[src/rtl/ysyx_22050854_mul_ctrl.sv]
// ----------------------------------------------------------------------------
// ysyx_22050854_mul_ctrl
//
// Sequencing controller between the EXU and the Booth radix-4 multiplier.
// Decodes RV64M multiply ops into multiplier controls, hands the operands
// over, captures the one-cycle result pulse and holds the selected 64-bit
// result until the consumer takes it. A flush while the multiplier is busy
// is handled by draining its result, because the multiplier cannot abort.
// A one-entry result cache lets a MULH*/MUL pair on identical operands
// answer the second op without another multiply.
//
// Ports:
//   clock, reset             clock, asynchronous active-low reset
//   req_valid / req_ready    EXU request handshake
//   req_op, req_word         funct3[1:0] and MULW flag
//   req_src1, req_src2       rs1 / rs2 values
//   req_tag                  opaque tag echoed on resp_tag
//   flush                    cancel the pending or in-flight op
//   resp_valid / resp_ready  result handshake
//   resp_data, resp_tag      final rd value and its tag
//   mul_valid, mul_flush     multiplier operand valid / flush
//   mul_w, mul_sign          multiplier mulw / mul_signed controls
//   mul_a, mul_b             multiplier operands (latched src1 / src2)
//   mul_rdy                  multiplier ready for operands
//   mul_ovalid               multiplier result pulse
//   mul_hi, mul_lo           multiplier 128-bit product halves
//   busy                     controller is not idle
// ----------------------------------------------------------------------------
module ysyx_22050854_mul_ctrl #(
   parameter int TAG_W    = 5,
   parameter bit REUSE_EN = 1'b1
) (
   input  logic             clock,
   input  logic             reset,
   input  logic             req_valid,
   output logic             req_ready,
   input  logic [1:0]       req_op,
   input  logic             req_word,
   input  logic [63:0]      req_src1,
   input  logic [63:0]      req_src2,
   input  logic [TAG_W-1:0] req_tag,
   input  logic             flush,
   output logic             resp_valid,
   input  logic             resp_ready,
   output logic [63:0]      resp_data,
   output logic [TAG_W-1:0] resp_tag,
   output logic             mul_valid,
   output logic             mul_flush,
   output logic             mul_w,
   output logic [1:0]       mul_sign,
   output logic [63:0]      mul_a,
   output logic [63:0]      mul_b,
   input  logic             mul_rdy,
   input  logic             mul_ovalid,
   input  logic [63:0]      mul_hi,
   input  logic [63:0]      mul_lo,
   output logic             busy
);

   typedef enum logic [2:0] {
      S_IDLE,
      S_ISSUE,
      S_WAIT,
      S_DONE,
      S_DRAIN
   } state_t;

   localparam logic [1:0] OP_MUL    = 2'b00;
   localparam logic [1:0] OP_MULH   = 2'b01;
   localparam logic [1:0] OP_MULHSU = 2'b10;
   localparam logic [1:0] OP_MULHU  = 2'b11;

   // Operand signedness {src1_signed, src2_signed} per op. MUL/MULW only
   // use the low half, which is the same for any signedness.
   function automatic logic [1:0] sign_of(input logic [1:0] op);
      case (op)
         OP_MULHSU: sign_of = 2'b10;
         OP_MULHU:  sign_of = 2'b00;
         OP_MULH:   sign_of = 2'b11;
         default:   sign_of = 2'b11;
      endcase
   endfunction

   state_t             state_q, state_d;

   logic [1:0]         op_q;
   logic               word_q;
   logic [1:0]         sign_q;
   logic [63:0]        src1_q, src2_q;
   logic [TAG_W-1:0]   tag_q;
   logic [63:0]        resp_q;

   logic               cache_vld_q;
   logic [63:0]        cache_src1_q, cache_src2_q;
   logic [1:0]         cache_sign_q;
   logic [63:0]        cache_hi_q, cache_lo_q;

   logic               accept;
   logic [1:0]         req_sign;
   logic               cache_hit;
   logic [63:0]        hit_data;
   logic [63:0]        sel_result;
   logic               capture;

   assign accept   = (state_q == S_IDLE) & req_valid & ~flush;
   assign req_sign = sign_of(req_op);

   // MUL only needs the low half, so any cached signedness serves it; the
   // high-half ops need the exact signedness that produced the entry.
   assign cache_hit = REUSE_EN & cache_vld_q & ~req_word
                    & (req_src1 == cache_src1_q) & (req_src2 == cache_src2_q)
                    & ((req_op == OP_MUL) | (req_sign == cache_sign_q));
   assign hit_data  = (req_op == OP_MUL) ? cache_lo_q : cache_hi_q;

   // MULW is re-extended here so the result does not depend on how the
   // multiplier extends its own word product.
   assign sel_result = word_q            ? {{32{mul_lo[31]}}, mul_lo[31:0]} :
                       (op_q == OP_MUL) ? mul_lo : mul_hi;

   // A result pulse coinciding with flush belongs to the cancelled op.
   assign capture = (state_q == S_WAIT) & mul_ovalid & ~flush;

   // NOTE: every signal assigned in always_comb gets a default first so no
   // path leaves it unassigned and infers a latch.
   always_comb begin
      state_d = state_q;
      case (state_q)
         S_IDLE: begin
            if (accept) state_d = cache_hit ? S_DONE : S_ISSUE;
         end
         S_ISSUE: begin
            if (flush)        state_d = S_IDLE;
            else if (mul_rdy) state_d = S_WAIT;
         end
         S_WAIT: begin
            // If the result arrives with the flush, nothing is left to drain.
            if (flush)           state_d = mul_ovalid ? S_IDLE : S_DRAIN;
            else if (mul_ovalid) state_d = S_DONE;
         end
         S_DRAIN: begin
            if (mul_ovalid) state_d = S_IDLE;
         end
         S_DONE: begin
            if (flush | resp_ready) state_d = S_IDLE;
         end
         default: state_d = S_IDLE;
      endcase
   end

   // NOTE: sequential state uses non-blocking assignments so every register
   // samples the pre-edge values regardless of statement order.
   always_ff @(posedge clock or negedge reset) begin
      if (!reset) begin
         state_q <= S_IDLE;
      end else begin
         state_q <= state_d;
      end
   end

   always_ff @(posedge clock or negedge reset) begin
      if (!reset) begin
         op_q   <= OP_MUL;
         word_q <= 1'b0;
         sign_q <= 2'b00;
         src1_q <= '0;
         src2_q <= '0;
         tag_q  <= '0;
         resp_q <= '0;
      end else begin
         if (accept) begin
            op_q   <= req_op;
            word_q <= req_word;
            sign_q <= req_sign;
            src1_q <= req_src1;
            src2_q <= req_src2;
            tag_q  <= req_tag;
            if (cache_hit) resp_q <= hit_data;
         end
         if (capture) resp_q <= sel_result;
      end
   end

   // Word products are not cached: their low half is truncated/re-extended
   // and the high half is meaningless, so they cannot serve later ops.
   always_ff @(posedge clock or negedge reset) begin
      if (!reset) begin
         cache_vld_q  <= 1'b0;
         cache_src1_q <= '0;
         cache_src2_q <= '0;
         cache_sign_q <= 2'b00;
         cache_hi_q   <= '0;
         cache_lo_q   <= '0;
      end else if (REUSE_EN && capture && !word_q) begin
         cache_vld_q  <= 1'b1;
         cache_src1_q <= src1_q;
         cache_src2_q <= src2_q;
         cache_sign_q <= sign_q;
         cache_hi_q   <= mul_hi;
         cache_lo_q   <= mul_lo;
      end
   end

   assign req_ready  = (state_q == S_IDLE);
   assign busy       = (state_q != S_IDLE);
   assign resp_valid = (state_q == S_DONE);
   assign resp_data  = resp_q;
   assign resp_tag   = tag_q;

   // Withholding mul_valid during a flush keeps a same-cycle mul_rdy from
   // starting a multiply that the controller has already abandoned.
   assign mul_valid  = (state_q == S_ISSUE) & ~flush;
   assign mul_flush  = flush & (state_q == S_WAIT);
   assign mul_w      = word_q;
   assign mul_sign   = sign_q;
   assign mul_a      = src1_q;
   assign mul_b      = src2_q;

endmodule

[config.mk]
export PLATFORM = sky130hd
export DESIGN_NAME = ysyx_22050854_mul_ctrl
export DESIGN_NICKNAME = d
export VERILOG_FILES = /design/src/rtl/ysyx_22050854_mul_ctrl.sv
export SDC_FILE = /design/constraint.sdc
export NUM_CORES = 1
export LEC_CHECK = 0
export ABC_AREA = 1
export CELL_PAD_IN_SITES_DETAIL_PLACEMENT = 0
export CELL_PAD_IN_SITES_GLOBAL_PLACEMENT = 1
export CORE_ASPECT_RATIO = 0.5
export CORE_MARGIN = 2
export CORE_UTILIZATION = 40
export DETAILED_ROUTE_END_ITERATION = 6
export GPL_TIMING_DRIVEN = 0
export HOLD_SLACK_MARGIN = 0.15
export PLACE_DENSITY = 0.88
export SYNTH_ARGS = -nofsm -noshare
export SYNTH_HDL_FRONTEND = slang
export SYNTH_SLANG_ARGS = --single-unit
[constraint.sdc]
create_clock -name clock -period 4.2 [get_ports clock]
set_input_delay 1.26 -clock clock [delete_from_list [all_inputs] [get_ports clock]]
set_output_delay 1.26 -clock clock [all_outputs]
set_load 0.01 [all_outputs]
==> impl_metrics.ini, run 1 <==
[setup_path]
regToRegSetupSlack_ps = 1710
r2r-start = cache_sign_q[1]$_DFFE_PN0P_
crit_fanout = 4
cp_top_family = buffers and inverters
worstPathRequired_ps = 2940
crit_path_end_kind = primary output
cp_slowest_cell = clkdlybuf4s50_1
cp_num_buf_inv = 3
r2r_end = resp_data[4]$_DFFE_PN0P_
critPathMostFrequentCell = clkdlybuf4s50_1
max_stage_delay_ps = 530
worst_setup_path_start_kind = input pin
reg2reg_depth = 14
cp_data_arrival_time_ps = 2720
crit_chain = clkdlybuf4s50_1, nor2_1, nand2_1, inv_1, clkdlybuf4s50_1
critPathKind = in2out

[finish]
stdcell_count = 4045
fillCellCount = 4934
areaGrowthSynthToFinish_pct = 33.6
fin_area_um2 = 29000
final_util_pct = 54.0
fin_nets = 3560
layout-drive-gt1-share_pct = 5.78

[die]
io_pins = 476
dieArea_um2 = 56300
start_util_pct = 40.5
rows = 60
core_area_um2 = 53700
die_w_um = 334
die_h_um = 169

[logic_synthesis]
ys_top_cells_by_area = dfrtp_1 (53%), nand2_1 (20%), o21ai_0 (7.7%)
syn_inst = 2763
yosys.area.top_type_share_pct = 53.5
synth.distinct_cells = 29
ys.flop_type = dfrtp_1
synth-edff-count = 0
ys.warnings.count = 0
ys_async_sr_fraction_pct = 100
synth_nets = 3034
synth_most_common_cell = nand2_1
synth_area_per_cell_um2 = 7.86
synth_common_cells = nand2_1 (1178), dfrtp_1 (464), o21ai_0 (336), inv_1 (267), nand3_1 (102)
synth.largest_area_cell = dfrtp_1
ys_ff_latch = 464
syn_area_um2 = 21700
ys_seq_area_share_pct = 53.5

[min_path]
hold_depth = 2
hold_path.class = reg2reg
worstHoldStart = resp_tag[3]$_DFFE_PN0P_
whs_endpoint = resp_tag[3]$_DFFE_PN0P_

[clock_network]
worst_skew_pair.late_latency_ps = 570
path_clk_slew_ps = 60
post_cts_buffers = 0
cts_resized = 0
cts_tree = done
cts_made_buffers = 45
cts_root_buf = clkbuf_16
cts_max_level = 2
clockBufferDepth = 3
clock-sinks = 464
cts_hold_buf = 0

[global_routing]
overflow = 0
grt_pass1_wl_um = 114000
grt_usage_pct = 25.9
grt_max_degree = 115
antenna_found_initial = 11
grt_pass1_vias = 19800

[drt]
postRouteAntennaNets = 0
drt-total-wl_um = 73600
firstDrtPassIters = 5
drtIter0Drc = 1655
vias = 20200
drc_errors = 0
wl_per_cell_um = 18.2
vias_per_cell = 4.99

[timing]
finClkSkew_ps = 21.6
setup_violations = 0
period_share_pct = 94.8
fmax_ghz = 0.251
rsz0062_at_grt = no
hold_viol = 0
slew_viol_final = 0
setup_tns_ps = 0
whs_ps = 477
tightest_slew_ps = 854
fin_ws_ps = 218
post-route-min-period_ps = 3980
timing.slew.headroom_pct = 43.0

[power]
powerDensity_nw_per_um2 = 661
p_leak_nw = 14.4
p_total_mw = 19.2
ir_worst_vdd_mv = 0.318

[place]
gp_congestion = 0.864
post_dp_cell_area_um2 = 27500
dp_hpwl_um = 54100
place_inst = 3955
pre_cts_slack_ps = 198
portBuffers = 475

[outcome]
outcome = finished clean

[flow_run]
cap_viol_max_count = 0
==> cells by family after synthesis <==
kind of cell | after synthesis | synth area share (%)
simple gates | 1397 | 25.3
flops | 464 | 53.5
buf+inv | 419 | 7.97
compound gates | 418 | 10.5
mux | 39 | 1.80
xor+xnor | 26 | 1.05
==> worst max path at each step <==
stage / from / end / cells after the start / slack [ps]
after floorplan: flush / mul_valid / 3 / 1400
after global placement: reset / resp_data[37]$_DFFE_PN0P_ / 1 / -19600
after detailed placement: flush / mul_valid / 5 / 200
after CTS: flush / mul_valid / 5 / 190
after global routing: flush / mul_valid / 5 / 100
final: flush / mul_valid / 5 / 220
==> cell usage in the layout, fill, tap and decap left out, drive strengths merged <==
cell	netlist	layout
or2	27	27
a21oi	6	6
clkbuf	55	117
mux2i	39	39
o21a	1	1
nor3	1	1
dfrtp	464	464
inv	273	273
xnor2	20	20
nand2	1180	1180
diode	0	12
o22ai	9	9
o211ai	64	64
a2bb2oi	1	1
o21ai	337	337
nand4	7	7
xor2	6	6
clkdlybuf4s50	0	474
buf	90	95
bufinv	0	5
clkinv	1	12
nand3	102	102
nor2	80	80
==> final cells by class <==
class                      instances  area [µm²]  share of cell area (%)
timing repair buffer             479        4870                    16.8
antenna                           12        30.0                   0.104
multi-input combinational       1880        8370                    28.9
inverter                         274        1030                    3.55
tap                              713         892                    3.08
clock inverter                    16         213                   0.733
sequential                       464       11600                    40.0
clock buffer                      62        1290                    4.45
buffer                           145         703                    2.42
==> sequential cells by signal (all words and copies together) (netlist names) <==
| signal | count |
|---|---|
| cache_hi_q | 64 |
| cache_lo_q | 64 |
| cache_src1_q | 64 |
| cache_src2_q | 64 |
| mul_a | 64 |
| mul_b | 64 |
| resp_data | 64 |
| resp_tag | 5 |
| state_q | 3 |
| cache_sign_q | 2 |
| mul_sign | 2 |
| op_q | 2 |
| cache_vld_q | 1 |
| mul_w | 1 |
==> worst min-delay path, delay by kind of cell, from the launching register on <==
kind          cells  cell delay [ps]
flops             1              340
simple gates      2              100
==> layer usage <==
layer / global-route usage [%] / vias to the layer above / part of all wire [%]
met4: 9.01 / 0 / 3.0
met5: 0 / - / 0
met2: 46.1 / 529 / 52
met1: 32.4 / 9815 / 41
met3: 3.45 / 114 / 4.5
li1: - / 9712 / -
==> power by group <==
| part | switching, mW | internal, mW | leakage (nW) |
|---|---|---|---|
| clock network | 1.81 | 2.45 | 0.749 |
| logic | 3.78 | 3.40 | 7.93 |
| registers | 1.22 | 6.51 | 5.70 |
| total | 6.82 | 12.4 | 14.4 |
Note: power is estimated with default switching activity, not from simulation.
==> run 2: changes to the inputs <==
--- a/config.mk
+++ b/config.mk
@@ -10,11 +10,12 @@
 export CELL_PAD_IN_SITES_GLOBAL_PLACEMENT = 1
 export CORE_ASPECT_RATIO = 0.5
 export CORE_MARGIN = 2
-export CORE_UTILIZATION = 40
+export CORE_UTILIZATION = 34
+export CTS_BUF_LIST = sky130_fd_sc_hd__clkbuf_16
 export DETAILED_ROUTE_END_ITERATION = 6
 export GPL_TIMING_DRIVEN = 0
 export HOLD_SLACK_MARGIN = 0.15
-export PLACE_DENSITY = 0.88
+export PLACE_DENSITY = 0.8
 export SYNTH_ARGS = -nofsm -noshare
 export SYNTH_HDL_FRONTEND = slang
 export SYNTH_SLANG_ARGS = --single-unit
==> constraint.sdc (replaced) <==
create_clock -name clock -period 3.31 [get_ports clock]
set_input_delay 0.993 -clock clock [delete_from_list [all_inputs] [get_ports clock]]
set_output_delay 0.993 -clock clock [all_outputs]
set_load 0.01 [all_outputs]
==> run 2 against run 1 <==
Against the previous run:
- routed wire length is 4.4% higher
- cell count is 3.5% higher
- design area is 0.57% higher
- critical path depth is 1 lower
- register-to-register slack worse by 890 ps
- count of clock-buffer cells in the layout is 13 lower
- critical path type unchanged
- critical endpoint is now mul_flush
- highest routed layer unchanged
==> impl_metrics.ini, run 2 (synthesis results as in run 1) <==
[setup_path]
critPathKind = in2out
cp_num_buf_inv = 2
r2r_end = cache_src2_q[22]$_DFFE_PN0P_
crit_chain = dlygate4sd2_1, nand2_1, nor2_1, clkdlybuf4s50_1
cp_slowest_cell = clkdlybuf4s50_1
critPathLaunch = flush
max_stage_delay_ps = 630
cp-endpoint = mul_flush
cp.depth = 4
cp_top_family = buffers and inverters
regToRegSetupSlack_ps = 820
crit_fanout = 4
worst_setup_path_start_kind = input pin
crit_path_end_kind = primary output
reg2reg_depth = 12
cp_data_arrival_time_ps = 2230
worstPathRequired_ps = 2320
r2r-start = state_q[2]$_DFFE_PN0P_

[die]
dieArea_um2 = 66000
rows = 65
die_h_um = 183
io_pins = 476
core_area_um2 = 63100
start_util_pct = 34.4
die_w_um = 361

[power]
p_seq_share_pct = 40.6
p_total_mw = 24.2
ir_worst_vdd_mv = 0.436
p_leak_nw = 14.4
powerDensity_nw_per_um2 = 828
p_sw_share_pct = 36.0
clockPowerShare_pct = 21.6
p_int_mw = 15.5
combPwrFrac_pct = 37.8
p_sw_mw = 8.69

[place]
dp_hpwl_um = 56800
gp_congestion = 0.873
place_inst = 4080
portBuffers = 475

[clock_network]
cts_tree = done
path_clk_slew_ps = 60
cts_max_level = 2
cts_made_buffers = 46
post_cts_buffers = 0
worst_skew_pair.late_latency_ps = 580
clockBufferDepth = 3
clock-sinks = 464
cts_root_buf = clkbuf_16

[global_routing]
grt_pass1_wl_um = 118000
grt_usage_pct = 23.0
grt_max_degree = 97
antenna_found_initial = 23
grt_pass1_vias = 19800
overflow = 0

[timing]
setup_violations = 0
fmax_ghz = 0.310
hold_viol = 0
slew_viol_final = 0
period_share_pct = 97.5
finClkSkew_ps = 24.2
timing.slew.headroom_pct = 40.8
rsz0062_at_grt = no
tightest_slew_ps = 887
whs_ps = 322
post-route-min-period_ps = 3230

[finish]
layout-drive-gt1-share_pct = 5.53
fin_nets = 3562
final_util_pct = 46.2
final_common_cell = nand2_1
areaGrowthSynthToFinish_pct = 34.4
stdcell_count = 4186
most-common-layout-cells = nand2_1 (1178), clkdlybuf4s50_1 (473), dfrtp_1 (464)

[drt]
drc_errors = 0
vias = 20000
vias_per_cell = 4.78
wl_per_cell_um = 18.4
drtIter0Drc = 1541
drt-total-wl_um = 76900
firstDrtPassIters = 7
postRouteAntennaNets = 0

[flow_run]
cap_viol_max_count = 0

[outcome]
outcome = finished clean

[min_path]
hold_path.class = in2async
==> run 2: worst min-delay path by stage <==
stage | from | end | slack (ps) | cells after the start
after floorplan | cache_vld_q$_DFFE_PN0P_ | cache_vld_q$_DFFE_PN0P_ | 440 | 1
after global placement | cache_lo_q[39]$_DFFE_PN0P_ | cache_lo_q[39]$_DFFE_PN0P_ | 460 | 2
after detailed placement | cache_lo_q[37]$_DFFE_PN0P_ | cache_lo_q[37]$_DFFE_PN0P_ | 460 | 2
after CTS | reset | mul_b[44]$_DFFE_PN0P_ | 330 | 1
after global routing | reset | mul_b[44]$_DFFE_PN0P_ | 340 | 1
final | reset | mul_b[44]$_DFFE_PN0P_ | 320 | 1
==> run 2: stage by stage <==
stage | setup TNS [ps] | worst slack [ps] | instance area [µm²]
after floorplan | 0 | 1030 | 21700
after global placement | -9572400 | -20660 | 27500
after detailed placement | -33810 | -340 | 27700
after CTS | 0 | 65.2 | 29100
after global routing | 0 | 13.5 | 29200
final | 0 | 82.9 | 29200
==> run 2: per-layer routing <==
metal / global-route usage [%] / share of wire [%] / up-vias / wire [µm]
li1: - / - / 9719 / -
met1: 28.2 / 41 / 9667 / 31400
met2: 40.9 / 52 / 465 / 39900
met3: 2.66 / 3.6 / 146 / 2740
met4: 10.1 / 3.7 / 0 / 2860
met5: 0 / 0 / - / 0
==> run 2: what timing repair did <==
item	in CTS	in global routing
resized for setup	1	4
hold buffers	0	0
pin swaps	0	0
setup endpoints to repair	2	11
==> run 2: cell type report <==
class                      instances  area, µm²
clock buffer                      49       1230
fill                            6233      33900
inverter                         274       1030
buffer                           145        706
tap                              837       1050
multi-input combinational       1880       8390
sequential                       464      11600
antenna                           24       60.1
clock inverter                    33        215
timing repair buffer             480       4900
==> run 2: power by group through the flow <==
stage	Sequential (mW)	Clock, mW	Combinational [mW]
after global routing	10.1	5.58	10.2
after global placement	9.86	0	9.05
after detailed placement	9.86	0	9.21
final	9.80	5.21	9.14
after floorplan	10.1	0	4.33
after CTS	9.79	5.33	9.25
==> run 3: changes to the inputs <==
--- a/config.mk
+++ b/config.mk
@@ -10,12 +10,12 @@
 export CELL_PAD_IN_SITES_GLOBAL_PLACEMENT = 1
 export CORE_ASPECT_RATIO = 0.5
 export CORE_MARGIN = 2
-export CORE_UTILIZATION = 34
+export CORE_UTILIZATION = 37
 export CTS_BUF_LIST = sky130_fd_sc_hd__clkbuf_16
 export DETAILED_ROUTE_END_ITERATION = 6
 export GPL_TIMING_DRIVEN = 0
 export HOLD_SLACK_MARGIN = 0.15
-export PLACE_DENSITY = 0.8
+export PLACE_DENSITY = 0.82
 export SYNTH_ARGS = -nofsm -noshare
 export SYNTH_HDL_FRONTEND = slang
 export SYNTH_SLANG_ARGS = --single-unit
==> constraint.sdc (replaced) <==
create_clock -name clock -period 3.65 [get_ports clock]
set_input_delay 1.095 -clock clock [delete_from_list [all_inputs] [get_ports clock]]
set_output_delay 1.095 -clock clock [all_outputs]
set_load 0.01 [all_outputs]
==> run 3 against run 2 <==
Against the previous run:
- combinational power is 9.7% lower
- count of clock-buffer cells in the layout stayed put
- design area is 0.48% lower
- sequential share of layout area is 0.19 points higher
- sequential power is 9.2% lower
- cell count is 1.9% lower
- clock power is 8.6% lower
- non-clock buffer count is 1 lower
- critical endpoint is now mul_valid
==> impl_metrics.ini, run 3 (synthesis results as in run 1) <==
[global_routing]
antenna_found_initial = 18
grt_max_degree = 106
grt_pass1_wl_um = 116000
grt_pass1_vias = 19800
grt_usage_pct = 24.3
overflow = 0

[clock_network]
cts_max_level = 2
clock-sinks = 464
clockBufferDepth = 3
cts_resized = 1
post_cts_buffers = 0
cts_tree = done
path_clk_slew_ps = 60
cts_made_buffers = 46
cts_root_buf = clkbuf_16
worst_skew_pair.late_latency_ps = 580
cts_hold_buf = 0

[place]
portBuffers = 475
dp_hpwl_um = 55300
gp_congestion = 0.856
pre_cts_slack_ps = -178

[drt]
wl_per_cell_um = 18.3
vias = 20000
postRouteAntennaNets = 0
drt-total-wl_um = 75000
vias_per_cell = 4.87
drtIter0Drc = 1575
firstDrtPassIters = 6
drc_errors = 0

[setup_path]
worst_setup_path_start_kind = input pin
crit_fanout = 4
r2r-start = cache_src1_q[18]$_DFFE_PN0P_
crit_path_end_kind = primary output
critPathKind = in2out
critPathLaunch = flush
worstPathRequired_ps = 2550
cp_data_arrival_time_ps = 2340

[timing]
fin_ws_ps = 212
timing.slew.headroom_pct = 41.7
finClkSkew_ps = 16.4
rsz0062_at_grt = no
setup_tns_ps = 0
tightest_slew_ps = 874
fmax_ghz = 0.291
post-route-min-period_ps = 3440
setup_violations = 0
period_share_pct = 94.2
slew_viol_final = 0
hold_viol = 0

[power]
powerDensity_nw_per_um2 = 755
p_leak_nw = 14.4
ir_worst_vdd_mv = 0.320

[die]
dieArea_um2 = 60800
die_w_um = 347
core_area_um2 = 57700
start_util_pct = 37.6
rows = 62
die_h_um = 175
io_pins = 476

[flow_run]
cap_viol_max_count = 0

[outcome]
outcome = finished clean

[finish]
most-common-layout-cells = nand2_1 (1178), clkdlybuf4s50_1 (473), dfrtp_1 (464)
layout-drive-gt1-share_pct = 5.39
fin_nets = 3561
areaGrowthSynthToFinish_pct = 33.7
final_common_cell = nand2_1

[min_path]
hold_path.class = in2async
## run 3: per-stage QoR
step	hold WS (ps)	cell area, µm²	util (%)	total power, mW	cells
global placement	458	27400	47.5	17.1	4006
finish	457	29000	50.3	21.9	4106
floorplan	440	21700	-	13.1	2763
CTS	458	29000	50.2	22.1	4088
global route	476	29000	50.3	23.5	4106
detailed placement	461	27500	47.7	17.2	4010
## run 3: layout make-up
| type | count | area, µm² |
|---|---|---|
| tap | 768 | 961 |
| multi-input combinational | 1880 | 8370 |
| antenna | 18 | 45.0 |
| clock buffer | 49 | 1230 |
| buffer | 145 | 703 |
| fill | 5600 | 28700 |
| timing repair buffer | 479 | 4870 |
| clock inverter | 29 | 220 |
| sequential | 464 | 11600 |
| inverter | 274 | 1030 |
## run 3: worst paths after layout
path / endpoint / slack [ps] / cells after the start
min in group clock: cache_lo_q[61]$_DFFE_PN0P_ / 480 / 2
min: mul_b[44]$_DFFE_PN0P_ / 460 / 1
max: mul_valid / 210 / 5
max in group asynchronous: resp_data[30]$_DFFE_PN0P_ / 1750 / 3
max reg2reg: resp_data[5]$_DFFE_PN0P_ / 1100 / 13
min reg2reg: cache_lo_q[61]$_DFFE_PN0P_ / 480 / 2
## run 3: critical path, stage by stage
cell	delay, ps
dlygate4sd2_1	320
nor2_1	170
nand2_1	150
inv_1	70
clkdlybuf4s50_1	530
## run 3: layer usage
metal / routed length, µm / track usage (%) / share of wire (%) / up-vias
met5: 0 / 0 / 0 / -
met4: 2900 / 10.2 / 3.9 / 0
met3: 2830 / 2.92 / 3.8 / 141
met2: 38100 / 42.3 / 51 / 502
met1: 31200 / 31.0 / 42 / 9639
li1: - / - / - / 9696
## run 3: report_power, final
part	switching, mW	internal (mW)	total, mW
combinational	4.34	3.91	8.25
sequential	1.41	7.49	8.90
clock	2.08	2.68	4.76
